$ cat src/rtl/encoder_4x2_sync_pkg.sv
// Shared definitions for the 4-to-2 encoder and its companion 2x4 decoder.
// Holds line/code widths, the handshake FSM encoding and the priority encoder.
package encoder_4x2_sync_pkg;

  localparam int NUM_LINES = 4;
  localparam int CODE_W    = 2;

  typedef enum logic [1:0] {
    IDLE         = 2'd0,
    HOLD         = 2'd1,
    WAIT_RELEASE = 2'd2
  } state_t;

  // Highest set index wins; an all-zero vector encodes as 0.
  function automatic logic [CODE_W-1:0] prio_enc4(input logic [NUM_LINES-1:0] v);
    logic [CODE_W-1:0] code;
    code = '0;
    for (int i = 0; i < NUM_LINES; i++) begin
      if (v[i]) code = CODE_W'(i);
    end
    return code;
  endfunction

endpackage

$ cat src/rtl/encoder_4x2_sync_debounce_cell.sv
// One request line: multi-flop synchronizer followed by a stability counter.
// The debounced level only follows the synchronized input after it has differed for DEBOUNCE_CYCLES cycles.
module debounce_cell #(
  parameter int DEBOUNCE_CYCLES = 4,
  parameter int SYNC_STAGES     = 2
) (
  input  logic clk,
  input  logic rst_n,
  input  logic req_i,
  output logic db_o
);

  localparam int CNT_W = $clog2(DEBOUNCE_CYCLES + 1);

  logic [SYNC_STAGES-1:0] sync_q;
  logic [CNT_W-1:0]       cnt_q, cnt_d;
  logic                   db_q, db_d;
  logic                   s;

  assign s = sync_q[SYNC_STAGES-1];

  always_ff @(posedge clk or negedge rst_n) begin
    if (!rst_n) begin
      sync_q <= '0;
    end else begin
      sync_q <= {sync_q[SYNC_STAGES-2:0], req_i};
    end
  end

  always_comb begin
    cnt_d = cnt_q;
    db_d  = db_q;
    if (s == db_q) begin
      cnt_d = '0;
    end else if (cnt_q == CNT_W'(DEBOUNCE_CYCLES - 1)) begin
      db_d  = s;
      cnt_d = '0;
    end else begin
      cnt_d = cnt_q + 1'b1;
    end
  end

  always_ff @(posedge clk or negedge rst_n) begin
    if (!rst_n) begin
      cnt_q <= '0;
      db_q  <= 1'b0;
    end else begin
      cnt_q <= cnt_d;
      db_q  <= db_d;
    end
  end

  assign db_o = db_q;

endmodule

$ cat src/rtl/encoder_4x2_sync.sv
// Debounced, priority-encoded button interface with a valid/ready output and an overrun flag.
// Handshake: a transfer happens on any rising clk edge where out_valid and out_ready are both 1;
// out_valid, out_code and out_multi stay stable from assertion until that edge.
module encoder_4x2_sync
  import encoder_4x2_sync_pkg::*;
#(
  parameter int DEBOUNCE_CYCLES = 4,
  parameter int SYNC_STAGES     = 2
) (
  input  logic                 clk,
  input  logic                 rst_n,
  input  logic [NUM_LINES-1:0] req,
  output logic [CODE_W-1:0]    out_code,
  output logic                 out_multi,
  output logic                 out_valid,
  input  logic                 out_ready,
  output logic                 overrun,
  output logic [NUM_LINES-1:0] db_lines,
  output logic [1:0]           dbg_state_o
);

  logic [NUM_LINES-1:0] db;
  logic [NUM_LINES-1:0] db_prev_q;
  logic [NUM_LINES-1:0] rise;
  state_t               state_q, state_d;
  logic [CODE_W-1:0]    code_q, code_d;
  logic                 multi_q, multi_d;
  logic                 ovr_q, ovr_d;
  logic                 capture;

  for (genvar g = 0; g < NUM_LINES; g++) begin : g_line
    debounce_cell #(
      .DEBOUNCE_CYCLES(DEBOUNCE_CYCLES),
      .SYNC_STAGES    (SYNC_STAGES)
    ) u_cell (
      .clk  (clk),
      .rst_n(rst_n),
      .req_i(req[g]),
      .db_o (db[g])
    );
  end

  assign rise    = db & ~db_prev_q;
  assign capture = (state_q == IDLE) && (db != '0);

  always_ff @(posedge clk or negedge rst_n) begin
    if (!rst_n) begin
      state_q <= IDLE;
    end else begin
      state_q <= state_d;
    end
  end

  always_comb begin
    state_d = state_q;
    case (state_q)
      IDLE:         if (db != '0) state_d = HOLD;
      HOLD:         if (out_ready) state_d = WAIT_RELEASE;
      WAIT_RELEASE: if (db == '0) state_d = IDLE;
      default:      state_d = IDLE;
    endcase
  end

  always_comb begin
    out_valid = (state_q == HOLD);
  end

  // Any fresh press while a code is outstanding or not yet released counts as lost.
  always_comb begin
    code_d  = code_q;
    multi_d = multi_q;
    ovr_d   = ovr_q;
    if (capture) begin
      code_d  = prio_enc4(db);
      multi_d = ($countones(db) > 1);
      ovr_d   = 1'b0;
    end else if ((state_q == HOLD || state_q == WAIT_RELEASE) && (rise != '0)) begin
      ovr_d   = 1'b1;
    end
  end

  always_ff @(posedge clk or negedge rst_n) begin
    if (!rst_n) begin
      code_q    <= '0;
      multi_q   <= 1'b0;
      ovr_q     <= 1'b0;
      db_prev_q <= '0;
    end else begin
      code_q    <= code_d;
      multi_q   <= multi_d;
      ovr_q     <= ovr_d;
      db_prev_q <= db;
    end
  end

  assign out_code    = code_q;
  assign out_multi   = multi_q;
  assign overrun     = ovr_q;
  assign db_lines    = db;
  assign dbg_state_o = state_q;

endmodule

$ cat config.mk
export PLATFORM = sky130hd
export DESIGN_NAME = encoder_4x2_sync
export DESIGN_NICKNAME = d
export VERILOG_FILES = /design/src/rtl/encoder_4x2_sync_pkg.sv /design/src/rtl/encoder_4x2_sync_debounce_cell.sv /design/src/rtl/encoder_4x2_sync.sv
export SDC_FILE = /design/constraint.sdc
export NUM_CORES = 1
export LEC_CHECK = 0
export ABC_AREA = 1
export ABC_CLOCK_PERIOD_IN_PS = 1800
export CORE_MARGIN = 5
export CORE_UTILIZATION = 30
export DETAILED_ROUTE_END_ITERATION = 7
export GPL_ROUTABILITY_DRIVEN = 1
export GPL_TIMING_DRIVEN = 0
export PLACE_DENSITY = 0.52
export SLEW_MARGIN = 30
export SYNTH_ARGS = -nofsm -noshare
export SYNTH_HDL_FRONTEND = slang
export SYNTH_SLANG_ARGS = --single-unit
export TNS_END_PERCENT = 5
$ cat constraint.sdc
create_clock -name clk -period 1.8 [get_ports clk]
set_input_delay 0.54 -clock clk [delete_from_list [all_inputs] [get_ports clk]]
set_output_delay 0.54 -clock clk [all_outputs]
set_load 0.005 [all_outputs]
==> flow_summary.json <==
{
  "status": "finished clean",
  "start_util": 0.316,
  "cts_num_sinks": 34,
  "ant_nets": 0,
  "drt-met1-wl_um": 987,
  "drc": 0,
  "dp_hpwl_um": 1650,
  "synth_largest_area_cell": "dfrtp_1",
  "holdWs_ns": 0.130,
  "pwr-share-comb": 0.373,
  "coreArea_um2": 4440,
  "synth_area_um2": 1400,
  "p_per_area_nw_per_um2": 1630,
  "clk_latency_ns": 0.28,
  "synth.distinct_cells": 18,
  "num-nets-final": 179,
  "total_power_mw": 2.95,
  "switching_share": 0.325,
  "maxUsedRoutingLayer": "met4",
  "die_h_um": 78.4,
  "postSynthCellCount": 130,
  "boundaryPins": 18,
  "period_share": 0.939,
  "worst_slew_pin_slew_ns": 0.311,
  "die_area_um2": 6140,
  "firstDrtPassIters": 4,
  "area_growth_pct": 29.6,
  "grt_max_degree": 25,
  "cp-end-kind": "output pin",
  "grtUsageTotal": 0.0822,
  "synthSimpleGateAreaFrac": 0.139,
  "cp_data_arrival_time_ns": 1.15,
  "ir_worst_vdd_uv": 595,
  "htree_levels": 2,
  "synth_top_family_by_area": "simple AND/OR/NAND/NOR gates",
  "synth_xor_area_frac": 0.0250,
  "antenna_found_initial": 0,
  "worstSetupStartpointType": "flip-flop",
  "seq_area_frac_synth": 0.607,
  "clkTransAtPathRegs_ns": 0.07,
  "cts_root_buf": "clkbuf_8",
  "hold_violations": 0,
  "slew_violations": 0,
  "p_leak_nw": 0.916,
  "wl_met3_um": 141,
  "route.detailed.wl_per_inst_um": 10.3,
  "cts_buffer_depth": 2,
  "dp.cells": 200,
  "antennaDiodeCount": 0,
  "clkPwrFrac": 0.234,
  "period_needed_ns": 1.69,
  "drt_wl_total_um": 2210,
  "setup_viol": 0,
  "via_per_inst": 4.17,
  "max_freq_mhz": 591,
  "grt_pass1_wl_um": 3860,
  "cts_buffers": 5,
  "grt_overflow": 0,
  "final_cells": 214,
  "cts_tree": "done",
  "p_int_mw": 1.99,
  "finalClockSkew_ns": 0.00184,
  "yosysWarnings": 0,
  "grt_pass1_vias": 915,
  "drive_above_1_share": 0.204,
  "critical_path.max_fanout": 2,
  "vias": 893,
  "die_w_um": 78.4,
  "crit_required_ns": 1.26,
  "netlist.area_leader.share": 0.607,
  "drtIter0Drc": 17,
  "p_switching_mw": 0.960,
  "worstSetupPathType": "flip-flop to output pin",
  "syn_nets": 148,
  "rsz0062_at_grt": "no",
  "max_cap_viol_count": 0,
  "rows": 24,
  "syn_avg_cell_area_um2": 10.8,
  "port_buffers": 17,
  "synthMuxAreaShare": 0,
  "gp_congestion": 0.762,
  "dr_wl_met2_um": 1030,
  "synth_compound_area_frac": 0.0428,
  "maxSlewHeadroom": 0.791,
  "synth-seq-cells": 34,
  "synth_fa_ha_area_frac": 0.103,
  "hold_class": "input port to asynchronous set/reset pin",
  "seqPwrFrac": 0.393,
  "synth_area_leaders": "dfrtp_1 (61%), ha_1 (8.9%), inv_1 (6.2%)"
}
==> kinds of logic after synthesis <==
family	count (synthesis)
DFF	34
adders and majority gates	11
xor gates and xnor gates	4
and+or+nand+nor	42
buffers and inverters	27
AOI/OAI and AO/OA	12
==> stage by stage <==
stage	instance area, um2	util	TNS, ns	setup slack [ns]
2_1_floorplan	1400	-	0	0.519
3_3_place_gp	1640	0.369	-16.70	-0.492
3_5_place_dp	1660	0.374	0	0.0455
4_1_cts	1800	0.405	-0.0808	-0.0808
5_1_grt	1820	0.409	0	0.0439
6_report	1820	0.409	0	0.109
==> timing repair <==
item | CTS | global route
setup buffers | 4 | 2
hold buffers | 0 | 0
endpoints found under the setup margin | 5 | 1
resized for setup | 11 | 1
==> flip-flops by register name, summed over array words and instances, names as in the netlist <==
name and cells:
g_line.u_cell.cnt_q 12, g_line.u_cell.sync_q 8, db_prev_q 4, g_line.u_cell.db_o 4
dbg_state_o 2, out_code 2, out_multi 1, overrun 1
==> area by class of cell <==
type                    instances  area [um2]
multi-input cells              69         435
clock buffers                   5        68.8
inverters                      23        86.3
plain buffers                   4        30.0
fillers                       460        2630
flip-flops and latches         34         855
repair buffers                 24         233
clock inverters                 3        45.0
well taps                      52        65.1
==> worst paths after layout <==
| check | start | to | slack [ns] | depth (start not counted) |
|---|---|---|---|---|
| worst max-delay path | dbg_state_o[1] | out_valid | 0.11 | 3 |
| worst min-delay path | rst_n | g_line[2].u_cell.cnt_q[1] | 0.13 | 1 |
| worst max register to register | g_line[1].u_cell.db_o | out_multi | 0.32 | 6 |
| worst min register to register | g_line[2].u_cell.sync_q[0] | g_line[2].u_cell.sync_q[1] | 0.35 | 0 |
| max in group asynchronous | rst_n | g_line[2].u_cell.db_o | 1.26 | 2 |
| min in group clk | g_line[2].u_cell.sync_q[0] | g_line[2].u_cell.sync_q[1] | 0.35 | 0 |
==> worst max-delay path, stage by stage, from the launching register on <==
cell,delay [ns]
dfrtp_1,0.38
inv_2,0.05
ha_1,0.18
dlygate4sd2_1,0.26
==> routing by layer <==
metal  track usage  vias up
li1              -      454
met1        0.0834      415
met2         0.140       19
met3        0.0378        5
met4        0.0472        0
met5             0        -
==> Yosys cell counts <==
cell type   n
inv_1      23
nand2_2     3
xnor2_1     4
nand3_1     1
a21oi_1     4
nor2_1      6
nor3b_1     1
o21ai_0     6
nor3b_2     1
nand2_1    22
nor2_2      1
nor3_1      6
buf_4       4
fa_1        1
dfrtp_1    34
ha_1       10
o21ai_1     2
nand3_2     1
==> power groups by stage <==
| stage | clock network [mW] | logic (mW) | registers [mW] |
|---|---|---|---|
| finish | 0.691 | 1.10 | 1.16 |
| global route | 0.743 | 1.27 | 1.20 |
| CTS | 0.726 | 1.09 | 1.18 |
| detailed placement | 0 | 1.04 | 1.20 |
| global placement | 0 | 1.01 | 1.18 |
| floorplan | 0 | 0.642 | 1.16 |
==> layout by cell type, fill, tap and decap left out, drive strengths merged <==
cell type      count
ha                10
bufinv             1
buf               15
o21ai              8
a21oi              4
clkinvlp           2
dlygate4sd2        3
inv               23
clkdlybuf4s50      9
nand2             25
nand3              2
clkbuf             5
nor3b              2
dfrtp             34
xnor2              4
nor3               6
fa                 1
nor2               7
dlymetal6s2s       1
Power figures use the tool's default switching activity.
